### config.mk
export PLATFORM = sky130hd
export DESIGN_NAME = btb_predictor
export DESIGN_NICKNAME = d
export VERILOG_FILES = /design/src/rtl/btb_predictor.sv
export SDC_FILE = /design/constraint.sdc
export NUM_CORES = 2
export LEC_CHECK = 0
export BUFFER_PORTS_ARGS = -buffer_cell sky130_fd_sc_hd__buf_2
export CORE_MARGIN = 5
export CORE_UTILIZATION = 40
export CTS_BUF_LIST = sky130_fd_sc_hd__clkbuf_16
export DETAILED_ROUTE_END_ITERATION = 16
export GPL_ROUTABILITY_DRIVEN = 0
export PLACE_DENSITY = 0.66
export SKIP_CTS_REPAIR_TIMING = 1
export SLEW_MARGIN = 20
export SYNTH_ARGS = -nofsm -noshare
export SYNTH_HDL_FRONTEND = slang
export SYNTH_SLANG_ARGS = --single-unit
### constraint.sdc
create_clock -name CLK -period 5.2 [get_ports CLK]
set_input_delay 0.52 -clock CLK [delete_from_list [all_inputs] [get_ports CLK]]
set_output_delay 0.52 -clock CLK [all_outputs]
set_load 0.01 [all_outputs]
### src/rtl/btb_predictor.sv
// Direct-mapped branch target buffer: combinational IF-stage lookup, EX-stage update and misprediction redirect.
// Optional build macro BTB_STATS_EN adds lookup/hit/mispredict statistics counters.
module btb_predictor #(
    parameter int IDX_BITS = 4,
    parameter int CNT_INIT = 2
) (
    input  logic        CLK,
    input  logic        RST_N,
    input  logic [31:0] IF_PC,
    output logic        PredHit,
    output logic        PredTaken,
    output logic [31:0] PredPC,
    input  logic        EX_Valid,
    input  logic [31:0] EX_PC,
    input  logic        EX_BranchSig,
    input  logic        EX_Uncond,
    input  logic        EX_Branched,
    input  logic [31:0] EX_NextPC,
    input  logic        EX_PredTaken,
    input  logic [31:0] EX_PredPC,
    output logic        Redirect,
    output logic [31:0] RedirectPC
`ifdef BTB_STATS_EN
    ,
    output logic [31:0] StatLookups,
    output logic [31:0] StatHits,
    output logic [31:0] StatMispred
`endif
);

    localparam int ENTRIES = 1 << IDX_BITS;
    localparam int TAG_W   = 30 - IDX_BITS;

    logic              valid_q  [ENTRIES];
    logic [TAG_W-1:0]  tag_q    [ENTRIES];
    logic [31:0]       target_q [ENTRIES];
    logic [1:0]        cnt_q    [ENTRIES];

    logic [IDX_BITS-1:0] if_idx, ex_idx;
    logic [TAG_W-1:0]    if_tag, ex_tag;
    logic                ex_hit, upd, stale;

    logic              wr_en, wr_valid;
    logic [31:0]       wr_tgt;
    logic [1:0]        wr_cnt, ex_cnt;

    assign if_idx = IF_PC[IDX_BITS+1:2];
    assign if_tag = IF_PC[31:IDX_BITS+2];
    assign ex_idx = EX_PC[IDX_BITS+1:2];
    assign ex_tag = EX_PC[31:IDX_BITS+2];

    assign PredHit   = valid_q[if_idx] && (tag_q[if_idx] == if_tag);
    assign PredTaken = PredHit && cnt_q[if_idx][1];
    assign PredPC    = PredTaken ? target_q[if_idx] : IF_PC + 32'd4;

    assign ex_hit = valid_q[ex_idx] && (tag_q[ex_idx] == ex_tag);
    assign ex_cnt = cnt_q[ex_idx];
    assign upd    = EX_Valid && EX_BranchSig;
    assign stale  = EX_Valid && !EX_BranchSig && EX_PredTaken;

    assign Redirect = (upd && (EX_Branched != EX_PredTaken))
                   || (upd && EX_Branched && EX_PredTaken && (EX_PredPC != EX_NextPC))
                   || stale;
    assign RedirectPC = (upd && EX_Branched) ? EX_NextPC : EX_PC + 32'd4;

    always_comb begin
        wr_en    = 1'b0;
        wr_valid = 1'b1;
        wr_tgt   = target_q[ex_idx];
        wr_cnt   = ex_cnt;
        if (upd) begin
            if (ex_hit) begin
                wr_en = 1'b1;
                if (EX_Uncond) begin
                    wr_cnt = 2'd3;
                    wr_tgt = EX_NextPC;
                end else if (EX_Branched) begin
                    wr_cnt = (ex_cnt == 2'd3) ? 2'd3 : ex_cnt + 2'd1;
                    wr_tgt = EX_NextPC;
                end else begin
                    wr_cnt = (ex_cnt == 2'd0) ? 2'd0 : ex_cnt - 2'd1;
                end
            end else if (EX_Branched) begin
                wr_en  = 1'b1;
                wr_tgt = EX_NextPC;
                wr_cnt = EX_Uncond ? 2'd3 : 2'(CNT_INIT);
            end
        end else if (stale && ex_hit) begin
            // non-branch that was predicted taken: drop the aliasing entry
            wr_en    = 1'b1;
            wr_valid = 1'b0;
        end
    end

    always_ff @(posedge CLK or negedge RST_N) begin
        if (!RST_N) begin
            for (int i = 0; i < ENTRIES; i++) begin
                valid_q[i]  <= 1'b0;
                tag_q[i]    <= '0;
                target_q[i] <= '0;
                cnt_q[i]    <= 2'd0;
            end
        end else if (wr_en) begin
            valid_q[ex_idx]  <= wr_valid;
            tag_q[ex_idx]    <= ex_tag;
            target_q[ex_idx] <= wr_tgt;
            cnt_q[ex_idx]    <= wr_cnt;
        end
    end

`ifdef BTB_STATS_EN
    always_ff @(posedge CLK or negedge RST_N) begin
        if (!RST_N) begin
            StatLookups <= '0;
            StatHits    <= '0;
            StatMispred <= '0;
        end else begin
            StatLookups <= StatLookups + 32'd1;
            if (PredHit)  StatHits    <= StatHits + 32'd1;
            if (Redirect) StatMispred <= StatMispred + 32'd1;
        end
    end
`endif

endmodule

==> impl_metrics.ini <==
[cts]
cts_num_sinks = 976
cts_root_buf = clkbuf_16
numCtsBuffers = 105
worst_skew_pair.late_latency_ns = 0.72
path_clk_slew_ns = 0.06
cts_max_level = 3
cts_tree = built
clockBufferDepth = 3

[die]
rows = 138
coreArea_mm2 = 0.142
die_area_mm2 = 0.150
io_pins = 202
dieHeight_um = 387
die_w_um = 387
initial_utilization = 0.402

[sta]
timing.final.crit_share = 0.962
clock.fmax_ghz = 0.200
min_period_ns = 5.00
hold_viol_final = 0
worst_slack_ns = 0.200
drv_slew = 0
fin_tns_setup_ns = 0
rsz0062_at_grt = no
slew_headroom = 0.204
setup_viol = 0
skew_ns = 0.0419
worst-slew-pin-transition_ns = 1.19

[pwr]
power_w = 0.0195
power.density_mw_per_mm2 = 305
irDropWorstVdd_v = 0.000295
p_leak_nw = 29.3

[layout]
syn2layout_area_growth_pct = 12.1
final_layout_size_suffix_gt1_frac = 0.466
final_area_mm2 = 0.0639
utilization = 0.451
nets = 3952

[yosys]
synthTopCellsByArea = dfrtp_1 (43%), mux4_2 (20%), mux2_4 (8.5%), mux2_2 (8.2%), mux2_1 (6.1%)
netlist_area_mm2 = 0.0570
yosysMostFrequentCell = dfrtp_1
synth_warnings = 0
ys_seq_area_frac = 0.429
ys_types = 85
ys_ff_latch = 976
syn_inst = 3685
synth-edff-count = 0
synth_top_area_cell = dfrtp_1
synthArstFlopShare = 1.00
synth.top_cells.by_count = dfrtp_1 (976), mux4_2 (514), mux2_2 (416)
synth_top_flop_cell = dfrtp_1
avgSynthCellArea_um2 = 15.5
yosysTopAreaCellShare = 0.429
syn_nets = 3825

[setup_path]
critPathArrivalTime_ns = 4.48
worstSetupEndpointType = primary output
crit_fanout = 32
start_kind = register
crit_required_ns = 4.68
critical_path_class = reg -> out

[min_path]
hp-class = in -> reg

[route]
drt_first_pass_iters = 5
drtIter0Drc = 3975
dr_total_vias = 36400
drc_errors = 0
ant_nets = 0
routed_wirelength_um = 185000
wl_per_cell_um = 31.9
vias_per_cell = 6.29

[grt]
antenna_found_initial = 24
grt_max_degree = 130
grt_pass1_wl_um = 270000
grt_pass1_vias = 36900
grtUsageTotal = 0.242
overflow = 0

[placed_design]
portBuffers = 201
detailed_place_hpwl_um = 122000
dpl_worst_slack_ns = 0.0430
placed_area_mm2 = 0.0604

[job]
drv_cap = 0

[outcome]
status = finished clean
[per-layer routing]
layer / global-route usage / vias up / wire, um
met5: 0 / - / 50
met2: 0.357 / 1940 / 81300
met3: 0.0896 / 329 / 21800
met4: 0.0634 / 8 / 5240
li1: - / 14500 / -
met1: 0.339 / 19700 / 76700
[critical path, stage by stage, from the launching register on]
cell and delay [ns]:
dfrtp_1 0.41, mux4_2 0.46, nor2b_1 0.14, a211oi_1 0.37, a21oi_1 0.27, xnor2_1 0.31, nand4_1 0.12, or4_1 0.47
nor4_4 0.33, buf_12 0.28, mux2_1 0.42, buf_2 0.17
[flip-flops by register name, indices dropped and copies added (netlist names)]
signal    count
valid_q      16
cnt_q        32
tag_q       416
target_q    512
[final cells by class]
cell class | instances | area, um2
antenna | 8 | 20.0
clock buffer | 108 | 2700
clock inverter | 82 | 753
fill | 12500 | 77700
inverter | 33 | 126
multi-input combinational | 2306 | 30200
sequential | 976 | 24400
tap | 1890 | 2360
timing repair buffer | 390 | 3310
[cell usage in the layout, fill, tap and decap left out, drive strengths merged, types with 20 or more instances in the layout]
cell type | synthesis | final
mux2 | 1047 | 1047
dfrtp | 976 | 976
mux4 | 520 | 520
buf | 239 | 388
mux2i | 112 | 112
clkbuf | 131 | 109
xnor2 | 90 | 90
nand2 | 77 | 77
inv | 32 | 56
o21ai | 49 | 49
clkinv | 1 | 47
nand3 | 45 | 45
xor2 | 44 | 44
nor2 | 36 | 36
nand4 | 30 | 30
a21oi | 28 | 28
nor2b | 26 | 26
nor3 | 25 | 25
a211oi | 20 | 20
[per-stage QoR]
step                hold WS, ns  instances
finish                    0.314       5793
global route              0.290       5785
CTS                     -0.0580       5784
detailed placement        0.480       5594
global placement          0.471       5594
floorplan                 0.224       3685
[power breakdown]
part	total (W)	internal [W]	leakage, nW	switching (W)
combinational	0.00316	0.00157	14.2	0.00159
sequential	0.00870	0.00821	13.3	0.000489
clock	0.00761	0.00435	1.77	0.00327
total	0.0195	0.0141	29.3	0.00534
[cell families after synthesis]
logic type,after synthesis,share of synthesized area
AND/OR/NAND/NOR,292,0.0286
AO/OA/AOI/OAI,196,0.0243
adder cells (fa/ha/maj),5,0.00110
XOR/XNOR,134,0.0206
flip-flops,976,0.429
multiplexers,1679,0.454
buffers and inverters,403,0.0428
[final timing paths]
kind	from	to	slack, ns	cells after the start
max	tag_q[406]	PredPC[9]	0.20	11
min	EX_PC[8]	tag_q[184]	0.31	3
max reg2reg	tag_q[329]	target_q[152]	0.87	12
min reg2reg	cnt_q[10]	cnt_q[10]	0.49	1
max in group asynchronous	RST_N	tag_q[194]	3.27	3
min in group asynchronous	RST_N	tag_q[182]	0.53	2
No activity file was read; power rests on OpenSTA's default activity.
